## config.mk

```make
export PLATFORM = sky130hd
export DESIGN_NAME = regfile_mp
export DESIGN_NICKNAME = d
export VERILOG_FILES = /design/src/rtl/regfile_pkg.sv /design/src/rtl/regfile_scoreboard.sv /design/src/rtl/regfile_mp.sv
export SDC_FILE = /design/constraint.sdc
export NUM_CORES = 2
export LEC_CHECK = 0
export ABC_AREA = 1
export CORE_AREA = 2 2 422 319
export DETAILED_ROUTE_END_ITERATION = 16
export DIE_AREA = 0 0 424 321
export PLACE_DENSITY = 0.66
export SYNTH_ARGS = -nofsm -noshare
export SYNTH_HDL_FRONTEND = slang
export SYNTH_SLANG_ARGS = --single-unit
```

## constraint.sdc

```tcl
create_clock -name clk -period 45.8 [get_ports clk]
set_input_delay 11.45 -clock clk [delete_from_list [all_inputs] [get_ports clk]]
set_output_delay 11.45 -clock clk [all_outputs]
set_load 0.02 [all_outputs]
```

## src/rtl/regfile_pkg.sv

```systemverilog
// Shared defaults and constants for the multi-port register file slice.
package regfile_pkg;
    localparam int DATA_W_DEF = 32;
    localparam int ADDR_W_DEF = 5;
    localparam int NREAD_DEF  = 2;
    localparam int REG_ZERO   = 0;
endpackage

```

## src/rtl/regfile_scoreboard.sv

```systemverilog
// Busy-bit scoreboard: flush > issue set > write clear per entry, per-port lookup.
// Latency: busy updates visible one edge after issue/write/flush; lookup combinational (REGFILE_BYPASS_EN masks forwarded ports).
// Backpressure: none, always accepts issue/write/flush.
module regfile_scoreboard
    import regfile_pkg::*;
#(
    parameter int ADDR_W = ADDR_W_DEF,
    parameter int NREAD  = NREAD_DEF
) (
    input  logic                    clk,
    input  logic                    rst,
    input  logic                    we,
    input  logic [ADDR_W-1:0]       waddr,
    input  logic                    iss_valid,
    input  logic [ADDR_W-1:0]       iss_rd,
    input  logic                    flush,
    input  logic [NREAD*ADDR_W-1:0] raddr,
    output logic [NREAD-1:0]        rbusy
);
    localparam int DEPTH = 1 << ADDR_W;

    logic [DEPTH-1:0] busy;

    // Issue is written after the write clear so a same-cycle newer producer wins.
    always_ff @(posedge clk or posedge rst) begin
        if (rst) begin
            busy <= '0;
        end else if (flush) begin
            busy <= '0;
        end else begin
            if (we && waddr != ADDR_W'(REG_ZERO))
                busy[waddr] <= 1'b0;
            if (iss_valid && iss_rd != ADDR_W'(REG_ZERO))
                busy[iss_rd] <= 1'b1;
        end
    end

    for (genvar i = 0; i < NREAD; i++) begin : g_lookup
        logic [ADDR_W-1:0] ra;
        assign ra = raddr[i*ADDR_W +: ADDR_W];
`ifdef REGFILE_BYPASS_EN
        assign rbusy[i] = (ra != ADDR_W'(REG_ZERO)) && busy[ra] && !(we && ra == waddr);
`else
        assign rbusy[i] = (ra != ADDR_W'(REG_ZERO)) && busy[ra];
`endif
    end
endmodule

```

## src/rtl/regfile_mp.sv

```systemverilog
// Multi-read-port register file with busy scoreboard; x0 hardwired to zero.
// Latency: reads combinational; write visible next cycle, or same cycle when REGFILE_BYPASS_EN is defined.
// Backpressure: none, all ports are always ready.
module regfile_mp
    import regfile_pkg::*;
#(
    parameter int DATA_W = DATA_W_DEF,
    parameter int ADDR_W = ADDR_W_DEF,
    parameter int NREAD  = NREAD_DEF
) (
    input  logic                    clk,
    input  logic                    rst,
    input  logic [NREAD*ADDR_W-1:0] raddr,
    output logic [NREAD*DATA_W-1:0] rdata,
    output logic [NREAD-1:0]        rbusy,
    input  logic                    we,
    input  logic [ADDR_W-1:0]       waddr,
    input  logic [DATA_W-1:0]       wdata,
    input  logic                    iss_valid,
    input  logic [ADDR_W-1:0]       iss_rd,
    input  logic                    flush
);
    localparam int DEPTH = 1 << ADDR_W;

    logic [DATA_W-1:0] mem [DEPTH];

    always_ff @(posedge clk or posedge rst) begin
        if (rst) begin
            for (int j = 0; j < DEPTH; j++)
                mem[j] <= '0;
        end else if (we && waddr != ADDR_W'(REG_ZERO)) begin
            mem[waddr] <= wdata;
        end
    end

    for (genvar i = 0; i < NREAD; i++) begin : g_read
        logic [ADDR_W-1:0] ra;
        assign ra = raddr[i*ADDR_W +: ADDR_W];
`ifdef REGFILE_BYPASS_EN
        assign rdata[i*DATA_W +: DATA_W] = (ra == ADDR_W'(REG_ZERO)) ? '0 :
                                           (we && ra == waddr)       ? wdata : mem[ra];
`else
        assign rdata[i*DATA_W +: DATA_W] = (ra == ADDR_W'(REG_ZERO)) ? '0 : mem[ra];
`endif
    end

    regfile_scoreboard #(
        .ADDR_W (ADDR_W),
        .NREAD  (NREAD)
    ) u_scoreboard (
        .clk       (clk),
        .rst       (rst),
        .we        (we),
        .waddr     (waddr),
        .iss_valid (iss_valid),
        .iss_rd    (iss_rd),
        .flush     (flush),
        .raddr     (raddr),
        .rbusy     (rbusy)
    );
endmodule

```

==> impl_metrics.yaml <==
layout:
  syn_to_final_growth_pct: 7.88
  num-nets-final: 8197
  fin_area_sq_um: 63600
  drive_above_1_share_pct: 4.06
hold_path:
  hold_path.class: "register to register"
  min_path_cells: 0
timing:
  finalSetupTns_ps: 0
  slew_viol_final: 0
  hold_violations: 0
  period_share_pct: 59.6
  fin_worst_skew_ps: 0
  slew_headroom_pct: 13.0
  worst_pin_slew_ps: 1300
  period_minus_slack_ps: 27280
  max_freq_ghz: 0.0367
  finalSetupViolations: 0
  rsz0062_at_grt: "false"
setup_path:
  worst-setup-path-type: "input pin to output port"
  cp.arrival_ps: 15830
  cp-end-kind: "output port"
  worstPathMaxFanout: 174
  r2r_cells: 2
  crit_required_ps: 34350
  critPathLaunchType: "input pin"
clock_tree:
  cts_tree: "done"
  post_cts_buffers: 0
  clk_path_buf_depth: 3
  cts_resized: 0
  worstSkewPairLatency_ps: 720
  h-tree-depth: 3
  cts_num_sinks: 1056
  path_clk_slew_ps: 60
  cts-root-buf: "clkbuf_16"
  cts-buffers-inserted: 106
  hold_buffers: 0
floorplanning:
  ios: 123
  initial_utilization_pct: 44.6
  die_area_sq_um: 136000
  fp.dieH_microns: 321
  coreArea_sq_um: 132000
  num_rows: 116
  die_w_microns: 424
global_route:
  antenna_found_initial: 6
  grt_max_degree: 208
  grt_pass1_wl_microns: 343000
  overflow: 0
  track_usage_pct: 32.5
  grt_pass1_vias: 54900
yosys:
  synth.distinct_cells: 24
  seq_area_frac_synth_pct: 44.8
  synth_edf_count: 0
  async_flop_share_pct: 100
  netlist_top_cells_count: "nand2_1 (3508), nand3_1 (1447), dfrtp_1 (1056), o21ai_0 (972), clkbuf_1 (387)"
  synth.area.top_cells: "dfrtp_1 (45%), nand2_1 (22%), nand3_1 (12%)"
  synth_ff_type: "dfrtp_1"
  synthesis.nets: 8680
  yosysMostFrequentCell: "nand2_1"
  syn_inst: 8623
  synth_top_cell_by_area: "dfrtp_1"
  syn_area_sq_um: 59000
  syn_area_per_cell_sq_um: 6.84
  synth_seq_cells: 1056
  yosysTopAreaCellShare_pct: 44.8
  ys_warn_count: 0
place:
  dp_hpwl_microns: 116000
  dpl-instance-area_sq_um: 59800
  gp_congestion: 0.867
  port_buffers: 122
routing:
  dr.pass1.iters: 7
  viasPerCell: 5.93
  dr.first_iter.drc_count: 8054
  drc_errors: 0
  vias: 59300
  wirelength_microns: 225000
  ant_nets: 0
  wl_per_cell_microns: 22.5
pwr:
  pwr_density_cell_nw_per_um2: 42.8
  irDropWorstVdd_v: 0.0000320
  power_mw: 2.73
  p_leak_nw: 29.7
status:
  outcome: "finished, final reports clean"
run:
  drv_cap: 0
## metal layers
metal	share of wire (%)	wire length, microns	GRT usage [%]	vias up
met1	41	91700	45.2	27900
met5	0.011	25	0	-
met2	43	96900	49.3	3742
met4	4.3	9610	13.3	4
met3	12	26900	6.71	646
li1	-	-	-	27000
## state kept, by name (all words and copies together), names as in the netlist
register / flops
mem: 1024
u_scoreboard.busy: 32
## through the flow
stage / worst slack, ps / hold slack (ps) / cells / util (%)
after CTS: 18780 / 404 / 9997 / 48.1
after global routing: 18540 / 418 / 10000 / 48.1
after detailed placement: 18790 / 390 / 9802 / 45.2
final: 18520 / 403 / 10000 / 48.1
after floorplan: 4630 / 451 / 8623 / -
after global placement: 18780 / 386 / 9802 / 45.2
## placed cells by master (no fill, tap or decap), types with 23 or more instances in the layout
master and n:
a21oi_1 265, o21ai_0 972, clkinv_2 23, o21ai_1 68, nand3_1 1438, nand2_1 3490, inv_1 109, clkdlybuf4s50_1 112
dfrtp_1 1056, nor2_1 350, clkbuf_16 113, clkbuf_8 30, buf_4 88
## report_power, final
group | switching (mW) | internal (mW) | leakage (nW)
Sequential | 0.134 | 1.10 | 13.6
Clock | 0.398 | 0.569 | 1.89
Combinational | 0.335 | 0.189 | 14.1
## kinds of logic after synthesis
| logic type | after synthesis | share of synthesized area (%) |
|---|---|---|
| and+or+nand+nor | 5331 | 37.2 |
| AOI/OAI and AO/OA | 1306 | 11.1 |
| DFF | 1056 | 44.8 |
| buffers and inverters | 930 | 6.95 |
## cell type report
class                           instances  area (sq um)
Tap cell                             1770          2210
Inverter                              128           537
Clock inverter                         36           514
Multi-Input combinational cell       6637         28700
Fill cell                           13200         68700
Timing Repair Buffer                  211          1930
Antenna cell                            6          15.0
Sequential cell                      1056         26400
Clock buffer                          159          3300
## path summary, 6_finish.rpt
kind                                      start              endpoint  slack (ps)
hold / removal                        mem[1006]             mem[1006]         400
hold reg to reg                       mem[1006]             mem[1006]         400
max in group asynchronous                   rst              mem[778]       30330
min in group asynchronous                   rst              mem[942]       11410
setup reg to reg           u_scoreboard.busy[5]  u_scoreboard.busy[5]       45010
setup / recovery                       raddr[0]             rdata[26]       18520
## critical path, cell delays in order
cell and delay, ps:
buf_8 260, inv_8 660, buf_12 760, buf_4 710
nand2_1 100, nand3_1 100, nand3_1 90, nand2_1 100
nand2_1 50, nand3_1 100, nand2_1 60, nor2_1 420
clkdlybuf4s50_1 710
Note: power is estimated with default switching activity, not from simulation.
